==> src/rtl/an_encoder_n13_seq_if.sv <==
// ----------------------------------------------------------------------------
// an_encoder_n13_seq_if
// Handshake bundle for the A=13 AN-code encoder.
//   in_valid / in_msg / in_ready           : message stream into the encoder
//   out_valid / out_codeword / out_ovf /
//   out_ready                              : codeword stream to the decoder
// Modports: master = producer/consumer side (bench or neighbouring stages),
//           slave  = encoder side.
// ----------------------------------------------------------------------------
interface an_encoder_n13_seq_if;
   logic       in_valid;
   logic [2:0] in_msg;
   logic       in_ready;
   logic       out_valid;
   logic       out_ready;
   logic [5:0] out_codeword;
   logic       out_ovf;

   modport master (
      output in_valid, in_msg, out_ready,
      input  in_ready, out_valid, out_codeword, out_ovf
   );

   modport slave (
      input  in_valid, in_msg, out_ready,
      output in_ready, out_valid, out_codeword, out_ovf
   );
endinterface

==> src/rtl/an_encoder_n13_seq.sv <==
// ----------------------------------------------------------------------------
// an_encoder_n13_seq
// Sequential AN-code encoder, A=13, 3-bit message -> 6-bit codeword.
// The codeword 13*msg is formed by a 3-cycle shift-add multiplier (one message
// bit per cycle) and held until the downstream stage accepts it. Products that
// do not fit 6 bits (msg 5..7) are flagged on out_ovf.
// Ports:
//   clk          : clock, rising edge
//   rst_n        : synchronous active-low reset
//   bus          : slave side of an_encoder_n13_seq_if (in_*/out_* streams)
//   enc_count    : codewords delivered since reset, saturates at 255
//   fault_en     : (AN_ENC_FAULT_INJ_EN only) XOR fault_mask into the codeword
//   fault_mask   : (AN_ENC_FAULT_INJ_EN only) bits to flip in the codeword
// Build option: define AN_ENC_FAULT_INJ_EN to add the fault-injection ports.
// ----------------------------------------------------------------------------
module an_encoder_n13_seq (
   input  logic                        clk,
   input  logic                        rst_n,
   an_encoder_n13_seq_if.slave         bus,
   output logic [7:0]                  enc_count
`ifdef AN_ENC_FAULT_INJ_EN
   ,
   input  logic                        fault_en,
   input  logic [5:0]                  fault_mask
`endif
);

   localparam int unsigned MSG_W = 3;
   localparam int unsigned CW_W  = 6;
   localparam int unsigned ACC_W = 7;
   localparam int unsigned CNT_W = 8;

   typedef enum logic [1:0] {
      S_IDLE = 2'd0,
      S_MUL  = 2'd1,
      S_OUT  = 2'd2
   } state_t;

   state_t             r_state;
   logic [MSG_W-1:0]   r_msg;
   logic [ACC_W-1:0]   r_acc;
   logic [1:0]         r_k;
   logic [CW_W-1:0]    r_codeword;
   logic               r_ovf;
   logic               r_out_valid;
   logic [CNT_W-1:0]   r_enc_count;
`ifdef AN_ENC_FAULT_INJ_EN
   logic [CW_W-1:0]    r_mask;
`endif

   logic [ACC_W-1:0]   w_addend;
   logic [ACC_W-1:0]   w_acc_next;
   logic [CW_W-1:0]    w_cw_next;
   logic               w_in_ready;

   // Partial product for the current message bit; 13<<2 = 52 fits in 7 bits.
   always_comb begin
      w_addend = '0;
      if (r_msg[r_k]) begin
         w_addend = ACC_W'(ACC_W'(13) << r_k);
      end
      w_acc_next = r_acc + w_addend;
`ifdef AN_ENC_FAULT_INJ_EN
      w_cw_next  = w_acc_next[CW_W-1:0] ^ r_mask;
`else
      w_cw_next  = w_acc_next[CW_W-1:0];
`endif
   end

   // Ready depends only on registered state, never on out_ready.
   assign w_in_ready = (r_state == S_IDLE);

   // Control FSM, multiplier datapath and delivery counter.
   always_ff @(posedge clk) begin
      if (!rst_n) begin
         r_state     <= S_IDLE;
         r_msg       <= '0;
         r_acc       <= '0;
         r_k         <= '0;
         r_codeword  <= '0;
         r_ovf       <= 1'b0;
         r_out_valid <= 1'b0;
         r_enc_count <= '0;
`ifdef AN_ENC_FAULT_INJ_EN
         r_mask      <= '0;
`endif
      end else begin
         case (r_state)
            S_IDLE: begin
               if (bus.in_valid) begin
                  r_msg   <= bus.in_msg;
                  r_acc   <= '0;
                  r_k     <= '0;
`ifdef AN_ENC_FAULT_INJ_EN
                  r_mask  <= fault_en ? fault_mask : '0;
`endif
                  r_state <= S_MUL;
               end
            end
            S_MUL: begin
               r_acc <= w_acc_next;
               r_k   <= r_k + 2'd1;
               if (r_k == 2'd2) begin
                  // Overflow flag always reflects the unmasked product.
                  r_codeword  <= w_cw_next;
                  r_ovf       <= w_acc_next[ACC_W-1];
                  r_out_valid <= 1'b1;
                  r_k         <= '0;
                  r_state     <= S_OUT;
               end
            end
            S_OUT: begin
               if (bus.out_ready) begin
                  r_out_valid <= 1'b0;
                  r_state     <= S_IDLE;
                  if (r_enc_count != CNT_W'(255)) begin
                     r_enc_count <= r_enc_count + CNT_W'(1);
                  end
               end
            end
            default: begin
               r_state     <= S_IDLE;
               r_out_valid <= 1'b0;
            end
         endcase
      end
   end

   assign bus.in_ready     = w_in_ready;
   assign bus.out_valid    = r_out_valid;
   assign bus.out_codeword = r_codeword;
   assign bus.out_ovf      = r_ovf;
   assign enc_count        = r_enc_count;

endmodule

==> src/flat_wrapper.sv <==
// flat-port wrapper written by rule: the top's interface ports become plain ports
module an_encoder_n13_seq_flat 
  (clk, rst_n, enc_count, bus_in_valid, bus_in_msg, bus_out_ready, bus_in_ready, bus_out_valid, bus_out_codeword, bus_out_ovf);
  an_encoder_n13_seq_if bus_i ();
  input  logic clk;
  input  logic rst_n;
  output logic [7:0] enc_count;
  input wire logic [$bits(bus_i.in_valid)-1:0] bus_in_valid;
  input wire logic [$bits(bus_i.in_msg)-1:0] bus_in_msg;
  input wire logic [$bits(bus_i.out_ready)-1:0] bus_out_ready;
  output wire logic [$bits(bus_i.in_ready)-1:0] bus_in_ready;
  output wire logic [$bits(bus_i.out_valid)-1:0] bus_out_valid;
  output wire logic [$bits(bus_i.out_codeword)-1:0] bus_out_codeword;
  output wire logic [$bits(bus_i.out_ovf)-1:0] bus_out_ovf;
  assign bus_i.in_valid = bus_in_valid;
  assign bus_i.in_msg = bus_in_msg;
  assign bus_i.out_ready = bus_out_ready;
  assign bus_in_ready = bus_i.in_ready;
  assign bus_out_valid = bus_i.out_valid;
  assign bus_out_codeword = bus_i.out_codeword;
  assign bus_out_ovf = bus_i.out_ovf;
  an_encoder_n13_seq u_core (.clk(clk), .rst_n(rst_n), .bus(bus_i), .enc_count(enc_count));
endmodule
==> config.mk <==
export PLATFORM = sky130hd
export DESIGN_NAME = an_encoder_n13_seq_flat
export DESIGN_NICKNAME = d
export VERILOG_FILES = /design/src/rtl/an_encoder_n13_seq_if.sv /design/src/rtl/an_encoder_n13_seq.sv /design/src/flat_wrapper.sv
export SDC_FILE = /design/constraint.sdc
export NUM_CORES = 1
export LEC_CHECK = 0
export CAP_MARGIN = 20
export CORE_UTILIZATION = 40
export CTS_BUF_LIST = sky130_fd_sc_hd__clkbuf_16
export DETAILED_ROUTE_END_ITERATION = 10
export SKIP_CTS_REPAIR_TIMING = 1
export SLEW_MARGIN = 30
export SYNTH_ARGS = -nofsm -noshare
export SYNTH_HDL_FRONTEND = slang
export SYNTH_SLANG_ARGS = --single-unit
==> constraint.sdc <==
create_clock -name clk -period 2.75 [get_ports clk]
set_input_delay 0.275 -clock clk [delete_from_list [all_inputs] [get_ports clk]]
set_output_delay 0.275 -clock clk [all_outputs]
set_load 0.02 [all_outputs]
# Word level (Yosys, flattened, before mapping)
# Index checks and enable logic that the tools add are counted.
# word_totals
ff_bits	30
input_bits	7
word_cells	44
# op_classes
n_addsub	3
order_cmp	1
n_eq_ne	7
shift	1
n_mux	15
n_bitwise	1
n_reduce_logical	8
# ops
op	n
$mux 7	2
$pmux 7 s2	1
$mux 2	5
$reduce_and 3->1	3
$add 8x1->8 const B	1
$ne 8x8->1 const B	1
$add 7x7->7	1
$shl 4x2->7 const A	1
$pmux 2 s3	1
$reduce_and 2->1	3
$eq 2x2->1 const B	2
$ne 2x2->1 const B	2
$pmux 2 s2	1
$lt 2x3->1 const B	1
$mux 1	3
$pmux 1 s3	1
$add 2x1->2 const B	1
$bmux 1 s2	1
$eq 2x1->1 const B	1
$logic_not 2->1	1
$ne 2x1->1 const B	1
$reduce_bool 2->1	1
$not 1->1	1

# Longest topological paths before layout
# depth
depth_word	5
mapped_depth	11

# Worst setup path before layout
# OpenSTA, ideal clock, no wires.
# synth_path
kind	register -> register
start	register u_core.r_k[0]
end	register u_core.r_ovf (netlist: u_core.bus.out_ovf)
setup_ns	0.086
arrival_ns	2.278
required_ns	2.664
slack_ns	0.387
stages_incl_launch_ff	12
path_buffers	0
path_cell_list	dfxtp_1 mux2i_1 o22ai_1 and2_1 ha_1 inv_1 fa_1 inv_1 a21o_1 a211o_1 xnor2_1 a211oi_1
# synth_via
elab_chain_len	4
elab_cells_between_ends	7
cone_classes	1 x add/sub; 1 x eq/ne; 1 x shift; 3 x mux; 1 x reduce/logical
# synth_lines
item	line	source
start, declared	an_encoder_n13_seq.sv:42	logic [1:0] r_k;
start signal, assigned	an_encoder_n13_seq.sv:102	r_k <= r_k + 2'd1;
$bmux 1 s2	an_encoder_n13_seq.sv:59	if (r_msg[r_k]) begin
$mux 1 (implied by the code)	an_encoder_n13_seq.sv:59	
$mux 7	an_encoder_n13_seq.sv:59	
$add 7x7->7	an_encoder_n13_seq.sv:62	w_acc_next = r_acc + w_addend;
end signal, assigned	an_encoder_n13_seq.sv:106	r_ovf <= w_acc_next[ACC_W-1];
end, declared	an_encoder_n13_seq.sv:44	logic r_ovf;
# Several ways; a longest one is shown, not always the timed one. The select of a mux whose other input is x is not followed.
# A chain may end at the register's enable or synchronous reset.

# Final worst setup path
# Same ends and word-level chain as after synthesis.

==> impl_metrics.yaml <==
sta:
  worst-slew-pin-transition_ns: 0.7091
  hold_ws_ns: 0.4535
  final.period_utilization: 0.9114
  setup_violations: 0
  worst_slew_margin_rel: 0.5267
  report.final.hold_viol_count: 0
  timing.final.max_slew_violations: 0
  fin_worst_skew_ns: 0.005239
  setup_total_negative_slack_ns: 0
  rsz0062_at_grt: "no"
  finalWorstPathRequiredPeriod_ns: 2.506
  fmax_ghz: 0.3990
detailed_routing:
  finalWirelength_um: 3194
  avgViaCountPerCell: 5.047
  drt.antenna.violating_nets: 0
  first_pass_iters: 4
  num_vias: 1292
  route.detailed.wl_per_inst_um: 12.48
  route.detailed.drc: 0
  drt-initial-drc-count: 39
critical_path:
  rr_startpoint: "u_core.r_k[0]$_SDFFE_PN0P_"
  reg2reg_to: "u_core.bus.out_ovf$_SDFFE_PN0P_"
  cp_common_cell: "sky130_fd_sc_hd__inv_1"
  critical_path_peak_fanout: 8
  crit_path_max_incr_delay_ns: 0.41
  critical_path.endpoint_type: "register"
  timing.setup.critical_path_class: "reg -> reg"
  cp_slowest_cell: "sky130_fd_sc_hd__dfxtp_2"
  depth_of_the_worst_register_to_register_path: 11
  crit_chain: "mux2i_2, o22ai_1, and2_1, ha_1, inv_1, fa_1, inv_1, a21o_1, a211o_1, xnor2_1, a211oi_1"
  cp.buffers_inverters: 2
  worst_path_arrival_time_ns: 2.69
  worstPathRequired_ns: 2.93
  rrSetupSlack_ns: 0.24
  launching_element_type_of_the_critical_path: "register"
  path_delay_family: "compound AO/OA/AOI/OAI gates"
yosys:
  synthCells: 182
  yosysUniqueCellTypes: 34
  syn-cell-area_mm2: 0.001551
  netlist_top_cells_area: "sky130_fd_sc_hd__dfxtp_1, sky130_fd_sc_hd__ha_1, sky130_fd_sc_hd__nor2_1, sky130_fd_sc_hd__xnor2_1, sky130_fd_sc_hd__nand2_1"
  syn-mean-instance-area_um2: 8.525
  synth.ff_latch_count: 30
  seq_area_frac_synth: 0.3871
  synth.yosys.warnings: 0
  yosysTopAreaCell: "sky130_fd_sc_hd__dfxtp_1"
  yosysTopAreaCellShare: 0.3871
  syn_nets: 202
clock_network:
  cts_tree: "built"
  cts.sink_count: 30
  clkTransAtPathRegs_ns: 0.05
  tritoncts.num_buffers: 5
  clock_latency_ns: 0.27
  cts.root.buffer_cell: "sky130_fd_sc_hd__clkbuf_16"
  h-tree-depth: 2
  clock_tree.buffer_depth: 2
floorplan:
  die_width_um: 64.28
  dieArea_mm2: 0.004132
  vertical_extent_of_the_die_um: 64.28
  boundaryPins: 24
  core_area_mm2: 0.003689
  placement_rows: 22
  start_util: 0.4206
cells_and_area:
  top_library_cells_by_usage_in_the_layout_fill_and_taps_aside: "sky130_fd_sc_hd__dfxtp_1, sky130_fd_sc_hd__nor2_1, sky130_fd_sc_hd__clkdlybuf4s50_1"
  number_of_nets_in_the_layout: 227
  finish.utilization: 0.5339
  mostFrequentLayoutCell: "sky130_fd_sc_hd__dfxtp_1"
  num_antenna_cells: 0
  area_growth_pct: 26.94
  final-instance-count-excl-fill: 256
  drive_above_1_share: 0.04327
flow_run:
  cap_viol_max_count: 0
global_routing:
  grt-ovfl-total: 0
  antenna_found_initial: 0
  grtUsageTotal: 0.1750
  grt_max_degree: 24
  first_global_vias: 1278
  grt_first_pass_wirelength_um: 5609
min_path:
  worstHoldPathType: "reg -> reg"
  min_delay_path_depth: 2
  min_to: "u_core.bus.out_codeword[2]$_SDFFE_PN0P_"
  worstHoldStart: "u_core.bus.out_codeword[2]$_SDFFE_PN0P_"
pwr:
  pwr_density_cell_mw_per_mm2: 529.0
  static-leakage-power_nw: 0.7883
  ir_drop_uv: 252.6
placement:
  place_inst: 248
  place.gp.congestion: 0.7865
  place.port_buffers: 23
  place.detailed.hpwl_um: 2355
outcome:
  outcome: "complete, no violations"
==> registers in the layout, summed over array words and instances, names as in the netlist <==
signal,cells
u_core.bus.out_valid,1
u_core.enc_count,8
u_core.bus.out_codeword,6
u_core.r_msg,3
u_core.bus.out_ovf,1
u_core.r_k,2
u_core.r_state,2
u_core.r_acc,7
==> synth_stat cells, drive strengths merged <==
library cell and number:
a22oi 5, and2 7, nand3 7, nand3b 1, a211o 2, and4 1
a21o 3, xor2 3, nand4b 1, a311oi 1, mux2i 6, a211oi 3
o21a 1, clkbuf 6, xnor2 9, o22ai 1, o32ai 1, nand2 18
nor3b 1, ha 12, o311a 1, a21oi 10, a311o 1, nor2 25
nor4 1, dfxtp 30, and3 2, o21ai 5, nor3 1, nor2b 1
o21bai 2, fa 1, inv 13
==> report_power, final <==
| group | internal [W] | total (W) | switching [W] | leakage, nW |
|---|---|---|---|---|
| sequential | 0.000444 | 0.000453 | 0.00000907 | 0.243 |
| combinational | 0.0000367 | 0.0000827 | 0.0000460 | 0.473 |
| clock | 0.000326 | 0.000506 | 0.000180 | 0.0724 |
==> worst min-delay path: cells and delay by family (launching register included) <==
family	cells	cell delay [ns]
AO/OA/AOI/OAI	1	0.05
AND/OR/NAND/NOR	1	0.05
flip-flops	1	0.30
==> how the worst max path moves through the flow <==
| stage | from | endpoint | cells after the start |
|---|---|---|---|
| final | u_core.r_k[0]$_SDFFE_PN0P_ | u_core.bus.out_ovf$_SDFFE_PN0P_ | 11 |
| after detailed placement | u_core.r_k[0]$_SDFFE_PN0P_ | u_core.bus.out_ovf$_SDFFE_PN0P_ | 11 |
| after CTS | u_core.r_k[0]$_SDFFE_PN0P_ | u_core.bus.out_ovf$_SDFFE_PN0P_ | 11 |
| after floorplan | u_core.r_k[0]$_SDFFE_PN0P_ | u_core.bus.out_ovf$_SDFFE_PN0P_ | 11 |
| after global placement | u_core.r_k[0]$_SDFFE_PN0P_ | u_core.bus.out_ovf$_SDFFE_PN0P_ | 11 |
| after global routing | u_core.r_k[0]$_SDFFE_PN0P_ | u_core.bus.out_ovf$_SDFFE_PN0P_ | 11 |
==> kinds of logic after synthesis <==
family,share of synthesized area
AOI/OAI and AO/OA,0.1557
xor gates and xnor gates,0.06775
adders and majority gates,0.1097
buffers and inverters,0.04597
DFF,0.3871
muxes,0.03871
and+or+nand+nor,0.1952
==> stage by stage <==
stage / total power [W] / setup slack, ns / area [um2]
final: 0.001042 / 0.2435 / 1969
after global routing: 0.001090 / 0.02957 / 1969
after CTS: 0.001050 / 0.1277 / 1964
after detailed placement: 0.0005427 / 0.1514 / 1827
after global placement: 0.0005412 / 0.2475 / 1827
after floorplan: 0.0005134 / 0.3868 / 1551
==> final cells by class <==
class                      count  area [um2]
timing repair buffer          24       237.7
clock inverter                 3       12.51
clock buffer                   5       125.1
inverter                      13       48.80
multi-input combinational    133       883.3
fill                         373        1719
tap                           48       60.06
sequential                    30       601.8
==> routing by layer <==
metal	track usage	vias to the layer above	part of all wire
li1	-	675	-
met1	0.2061	593	0.47
met2	0.3013	19	0.48
met3	0.04464	5	0.032
met4	0.06667	0	0.015
met5	0	-	0
No activity file was read; power rests on OpenSTA's default activity.
